[src/rtl/peripheral_dbg_soc_osd_mam_bb_arbiter.sv]
// Two-requester arbiter for a MAM-style memory-access port in front of the bus-bridge adapter.
// A grant covers a whole transaction (request plus every data beat), so beats never interleave.
module peripheral_dbg_soc_osd_mam_bb_arbiter #(
  parameter int XLEN = 16,
  parameter int PLEN = 32,
  parameter int FAIR = 1
) (
  input  logic              clk_i,
  input  logic              rst_i,

  input  logic              r0_req_valid,
  output logic              r0_req_ready,
  input  logic              r0_req_we,
  input  logic [PLEN-1:0]   r0_req_addr,
  input  logic              r0_req_burst,
  input  logic [12:0]       r0_req_beats,
  input  logic              r0_req_sync,
  input  logic              r0_write_valid,
  input  logic [XLEN-1:0]   r0_write_data,
  input  logic [XLEN/8-1:0] r0_write_strb,
  output logic              r0_write_ready,
  output logic              r0_write_complete,
  output logic              r0_read_valid,
  output logic [XLEN-1:0]   r0_read_data,
  input  logic              r0_read_ready,

  input  logic              r1_req_valid,
  output logic              r1_req_ready,
  input  logic              r1_req_we,
  input  logic [PLEN-1:0]   r1_req_addr,
  input  logic              r1_req_burst,
  input  logic [12:0]       r1_req_beats,
  input  logic              r1_req_sync,
  input  logic              r1_write_valid,
  input  logic [XLEN-1:0]   r1_write_data,
  input  logic [XLEN/8-1:0] r1_write_strb,
  output logic              r1_write_ready,
  output logic              r1_write_complete,
  output logic              r1_read_valid,
  output logic [XLEN-1:0]   r1_read_data,
  input  logic              r1_read_ready,

  output logic              m_req_valid,
  input  logic              m_req_ready,
  output logic              m_req_we,
  output logic [PLEN-1:0]   m_req_addr,
  output logic              m_req_burst,
  output logic [12:0]       m_req_beats,
  output logic              m_req_sync,
  output logic              m_write_valid,
  output logic [XLEN-1:0]   m_write_data,
  output logic [XLEN/8-1:0] m_write_strb,
  input  logic              m_write_ready,
  input  logic              m_write_complete,
  input  logic              m_read_valid,
  input  logic [XLEN-1:0]   m_read_data,
  output logic              m_read_ready,

  output logic [1:0]        grant_o
);

  typedef enum logic [1:0] {IDLE, REQ, DATA} state_t;

  state_t      state_q, state_d;
  logic        owner_q, owner_d;
  logic        last_q, last_d;
  logic [12:0] cnt_q, cnt_d;
  logic        we_q, we_d;
  logic        beat_hs;

  logic        sel_req_valid, sel_req_burst, sel_write_valid, sel_read_ready;
  logic [12:0] sel_req_beats;

  // Payload paths follow the owner unconditionally; only the handshakes are gated by the FSM.
  assign sel_req_valid   = owner_q ? r1_req_valid   : r0_req_valid;
  assign sel_req_burst   = owner_q ? r1_req_burst   : r0_req_burst;
  assign sel_req_beats   = owner_q ? r1_req_beats   : r0_req_beats;
  assign sel_write_valid = owner_q ? r1_write_valid : r0_write_valid;
  assign sel_read_ready  = owner_q ? r1_read_ready  : r0_read_ready;

  assign m_req_we     = owner_q ? r1_req_we     : r0_req_we;
  assign m_req_addr   = owner_q ? r1_req_addr   : r0_req_addr;
  assign m_req_burst  = sel_req_burst;
  assign m_req_beats  = sel_req_beats;
  assign m_req_sync   = owner_q ? r1_req_sync   : r0_req_sync;
  assign m_write_data = owner_q ? r1_write_data : r0_write_data;
  assign m_write_strb = owner_q ? r1_write_strb : r0_write_strb;
  assign r0_read_data = m_read_data;
  assign r1_read_data = m_read_data;

  assign grant_o = (state_q == IDLE) ? 2'b00 : (owner_q ? 2'b10 : 2'b01);

  always_ff @(posedge clk_i) begin
    if (rst_i) begin
      state_q <= IDLE;
      owner_q <= 1'b0;
      last_q  <= 1'b1;
      cnt_q   <= '0;
      we_q    <= 1'b0;
    end else begin
      state_q <= state_d;
      owner_q <= owner_d;
      last_q  <= last_d;
      cnt_q   <= cnt_d;
      we_q    <= we_d;
    end
  end

  always_comb begin
    state_d           = state_q;
    owner_d           = owner_q;
    last_d            = last_q;
    cnt_d             = cnt_q;
    we_d              = we_q;
    beat_hs           = 1'b0;
    m_req_valid       = 1'b0;
    m_write_valid     = 1'b0;
    m_read_ready      = 1'b0;
    r0_req_ready      = 1'b0;
    r1_req_ready      = 1'b0;
    r0_write_ready    = 1'b0;
    r1_write_ready    = 1'b0;
    r0_read_valid     = 1'b0;
    r1_read_valid     = 1'b0;
    r0_write_complete = 1'b0;
    r1_write_complete = 1'b0;

    case (state_q)
      IDLE: begin
        // last_q holds the previous owner, so a tie goes to the other requester when fair.
        if (r0_req_valid || r1_req_valid) begin
          state_d = REQ;
          if (r0_req_valid && r1_req_valid)
            owner_d = (FAIR != 0) ? ~last_q : 1'b0;
          else
            owner_d = r1_req_valid;
        end
      end
      REQ: begin
        m_req_valid  = sel_req_valid;
        r0_req_ready = !owner_q && m_req_ready;
        r1_req_ready = owner_q && m_req_ready;
        if (sel_req_valid && m_req_ready) begin
          cnt_d   = (sel_req_burst && sel_req_beats != 13'd0) ? sel_req_beats : 13'd1;
          we_d    = m_req_we;
          state_d = DATA;
        end
      end
      DATA: begin
        if (we_q) begin
          m_write_valid  = sel_write_valid;
          r0_write_ready = !owner_q && m_write_ready;
          r1_write_ready = owner_q && m_write_ready;
          beat_hs        = sel_write_valid && m_write_ready;
        end else begin
          m_read_ready  = sel_read_ready;
          r0_read_valid = !owner_q && m_read_valid;
          r1_read_valid = owner_q && m_read_valid;
          beat_hs       = m_read_valid && sel_read_ready;
        end
        if (beat_hs) begin
          if (cnt_q == 13'd1) begin
            state_d = IDLE;
            last_d  = owner_q;
            cnt_d   = '0;
          end else begin
            cnt_d = cnt_q - 13'd1;
          end
        end
      end
      default: state_d = IDLE;
    endcase

    if (state_q != IDLE) begin
      r0_write_complete = !owner_q && m_write_complete;
      r1_write_complete = owner_q && m_write_complete;
    end
  end

endmodule

[config.mk]
export PLATFORM = sky130hd
export DESIGN_NAME = peripheral_dbg_soc_osd_mam_bb_arbiter
export DESIGN_NICKNAME = d
export VERILOG_FILES = /design/src/rtl/peripheral_dbg_soc_osd_mam_bb_arbiter.sv
export SDC_FILE = /design/constraint.sdc
export NUM_CORES = 1
export LEC_CHECK = 0
export ABC_AREA = 1
export BUFFER_PORTS_ARGS = -buffer_cell sky130_fd_sc_hd__buf_2
export CORE_AREA = 2 2 106 108
export DETAILED_ROUTE_END_ITERATION = 16
export DIE_AREA = 0 0 108 110
export PLACE_DENSITY = 0.65
export SLEW_MARGIN = 20
export SYNTH_ARGS = -nofsm -noshare
export SYNTH_HDL_FRONTEND = slang
export SYNTH_SLANG_ARGS = --single-unit
export TNS_END_PERCENT = 100
[constraint.sdc]
create_clock -name clk_i -period 1.2 [get_ports clk_i]
set_input_delay 0.12 -clock clk_i [delete_from_list [all_inputs] [get_ports clk_i]]
set_output_delay 0.12 -clock clk_i [all_outputs]
set_load 0.05 [all_outputs]
==> impl_metrics.py <==
metrics = {
    "outcome": {
        "status": "finished, violations left",
        "violations": "negative setup slack",
    },
    "clock_network": {
        "hold_buffers": 0,
        "cts.sinks": 18,
        "path_clk_slew_ns": 0.07,
        "cts_max_level": 1,
        "cts_tree": "built",
        "cts_inserted_buffers": 3,
        "root_buffer": "clkbuf_8",
        "clock_path_buffers": 2,
        "clkLatencyLatePin_ns": 0.26,
    },
    "timing": {
        "setup_viol": 95,
        "holdWs_ns": 0.0486,
        "slew_viol_final": 0,
        "fin_skew_ns": 0.00297,
        "setup_ws_ns": -0.391,
        "rsz0062_at_grt": "true",
        "fmax_mhz": 628,
        "hold_viol_final": 0,
        "tightest_slew_ns": 0.290,
        "period_share_pct": 133,
        "maxSlewHeadroom_pct": 80.5,
        "min_period_ns": 1.59,
    },
    "drt": {
        "routedWlPerCell_um": 15.0,
        "routed-via-count": 4187,
        "met2_length_um": 7750,
        "vias_per_cell": 4.62,
        "first_iter_violations": 116,
        "drcViolationCount": 0,
        "wl_met3_um": 937,
        "maxUsedRoutingLayer": "met4",
        "final_antenna_net_count": 0,
        "routed_wl_um": 13600,
        "wl_met1_um": 4730,
        "first_pass_iters": 5,
    },
    "yosys": {
        "synthMuxAreaShare_pct": 0,
        "ys_async_sr_fraction_pct": 0,
        "syn_inst": 483,
        "synth_edf_count": 0,
        "seq_area_frac_synth_pct": 14.0,
        "yosys_most_used_dff": "dfxtp_1",
        "synthAdderAreaFrac_pct": 0.972,
        "synth-simple-area-share_pct": 53.0,
        "synth_top_family_by_area": "simple AND/OR/NAND/NOR gates",
        "netlist_area_um2": 2570,
        "synth_warnings": 0,
        "postSynthAreaPerCell_um2": 5.33,
        "synth-compound-area-share_pct": 8.84,
        "ys_ff_latch": 18,
        "synth_fp_nets": 645,
        "synth.distinct_cells": 34,
        "synth_xor_area_share_pct": 2.04,
    },
    "global_routing": {
        "antenna_found_initial": 0,
        "grtUsageTotal_pct": 21.0,
        "grt_pass1_vias": 4302,
        "grt_max_degree": 27,
        "grt_first_pass_wirelength_um": 20200,
        "grt_overflow": 0,
    },
    "hold_path": {
        "worstHoldPathType": "primary input to register",
        "hold_depth": 2,
        "whs_endpoint": "state_q[0]",
        "min_from": "rst_i",
    },
    "power": {
        "p_leak_nw": 3.50,
        "finalPower_mw": 6.13,
        "p_per_area_nw_per_um2": 831,
        "vdd_drop_max_v": 0.000555,
    },
    "setup_path": {
        "crit_chain": "inv_8 -> buf_16 -> buf_12 -> buf_16 -> nand2_8 -> nand2_8 -> buf_8",
        "worstRegToRegCells": 11,
        "crit_start": "owner_q",
        "r2r-end": "cnt_q[0]",
        "ff2ff_setup_slack_ns": -0.38,
        "slowest_delay_ns": 0.42,
        "worstSetupStartpointType": "register",
        "arrival_ns": 1.47,
        "cp-end-kind": "output port",
        "crit_path_top_delay_cell": "dfxtp_4",
        "worstSetupPathType": "register to output port",
        "worst-path-max-fanout": 8,
        "cp_data_required_time_ns": 1.08,
        "rr_startpoint": "owner_q",
    },
    "floorplanning": {
        "design.core.area_um2": 10700,
        "die_h_um": 110,
        "std_cell_rows": 38,
        "initial_core_util_pct": 24.1,
        "ios": 271,
        "dieWidth_um": 108,
        "design.die.area_um2": 11900,
    },
    "cells_and_area": {
        "syn_to_final_growth_pct": 186,
        "layout.nets": 927,
        "layout-drive-gt1-share_pct": 78.1,
        "final_core_util_pct": 68.9,
        "final_area_um2": 7380,
    },
    "placement": {
        "globalplace.congestion": 0.874,
        "place_area_um2": 5780,
        "dp_hpwl_um": 10100,
        "port_buffers": 222,
    },
    "flow_run": {
        "maxCapViolCount": 0,
    },
}
-- final cells by class --
cell class,count,area (um^2)
flip-flops and latches,18,378
clock buffers,4,55.1
inverters,44,189
diodes,2,5.00
fillers,801,3320
multi-input cells,369,3620
well taps,140,175
repair buffers,329,2960
-- cells in the mapped netlist (2+ instances only) --
cell / n / area [um^2]
nor2_2: 5 / 31.3
ha_1: 2 / 25.0
o21ai_0: 16 / 80.1
nand4_1: 11 / 68.8
buf_4: 34 / 255
inv_1: 40 / 150
clkbuf_1: 3 / 11.3
nand2_4: 6 / 67.6
o21ai_1: 7 / 35.0
nor4_1: 4 / 25.0
nor2_1: 36 / 135
o211ai_1: 2 / 15.0
dfxtp_1: 18 / 360
nor3_1: 9 / 45.0
buf_1: 5 / 18.8
nor2_4: 2 / 22.5
buf_2: 6 / 30.0
inv_2: 3 / 11.3
nand3_1: 9 / 45.0
nand2_2: 8 / 50.1
nand2_1: 224 / 841
buf_6: 4 / 45.0
xor2_1: 3 / 26.3
a21oi_1: 13 / 65.1
xnor2_1: 3 / 26.3
nand3_2: 2 / 20.0
-- report_power, final --
part	leakage, nW	total [mW]	switching (mW)	internal (mW)
clock network	0.0288	0.512	0.220	0.292
registers	0.152	0.721	0.0640	0.657
logic	3.31	4.89	2.72	2.17
-- routing by layer --
| metal | GRT usage (%) | vias up |
|---|---|---|
| li1 | - | 2031 |
| met1 | 21.9 | 1981 |
| met2 | 42.5 | 156 |
| met3 | 4.88 | 19 |
| met4 | 4.58 | 0 |
| met5 | 0 | - |
-- cells by family after synthesis --
logic type               count (synthesis)
adder cells (fa/ha/maj)                  2
flip-flops                              18
XOR/XNOR                                 6
AND/OR/NAND/NOR                        318
AO/OA/AOI/OAI                           42
buffers and inverters                   97
-- worst max path at each step --
stage | endpoint | slack (ns)
3_5_place_dp | cnt_q[0] | -0.34
3_3_place_gp | cnt_q[10] | -0.29
5_1_grt | cnt_q[0] | -0.49
6_report | m_req_addr[1] | -0.39
2_1_floorplan | r1_read_valid | -0.35
4_1_cts | m_req_addr[1] | -0.38
-- through the flow --
stage / worst slack (ns) / TNS, ns / cells
final: -0.391 / -27.71 / 906
after global routing: -0.488 / -33.44 / 904
after CTS: -0.381 / -27.75 / 895
after detailed placement: -0.335 / -16.93 / 868
after global placement: -0.288 / -15.37 / 868
after floorplan: -0.351 / -9.41 / 483
-- sequential cells by signal (all words and copies together), names as in the netlist --
name and cells:
we_q 1, last_q 1, state_q 2, owner_q 1, cnt_q 13
-- layout by cell type (no fill, tap or decap), types with 5 or more instances in the layout --
cell type	instances
nand2_4	43
inv_2	7
dfxtp_1	8
buf_2	143
nor2_2	8
nand2_1	50
o21ai_2	7
buf_4	75
dfxtp_2	8
inv_4	5
nand2_8	74
nand3_1	8
inv_1	30
o21ai_0	5
a21oi_1	11
buf_6	41
buf_12	12
buf_8	49
nor2_4	14
o21ai_1	8
nand2_2	72
buf_16	6
nand4_1	11
nor2_1	21
-- timing repair --
item                       CTS  global route
gates resized for setup    266            93
setup endpoints to repair   95            97
buffers inserted            21             7
gates cloned                 2             4
pin swaps                   41            26
-- worst max-delay path: cells and delay by family (launching register included) --
family,cells,cell delay [ns]
flip-flops,1,0.42
buffers and inverters,5,0.67
AND/OR/NAND/NOR,2,0.12
Note: power is estimated with default switching activity, not from simulation.
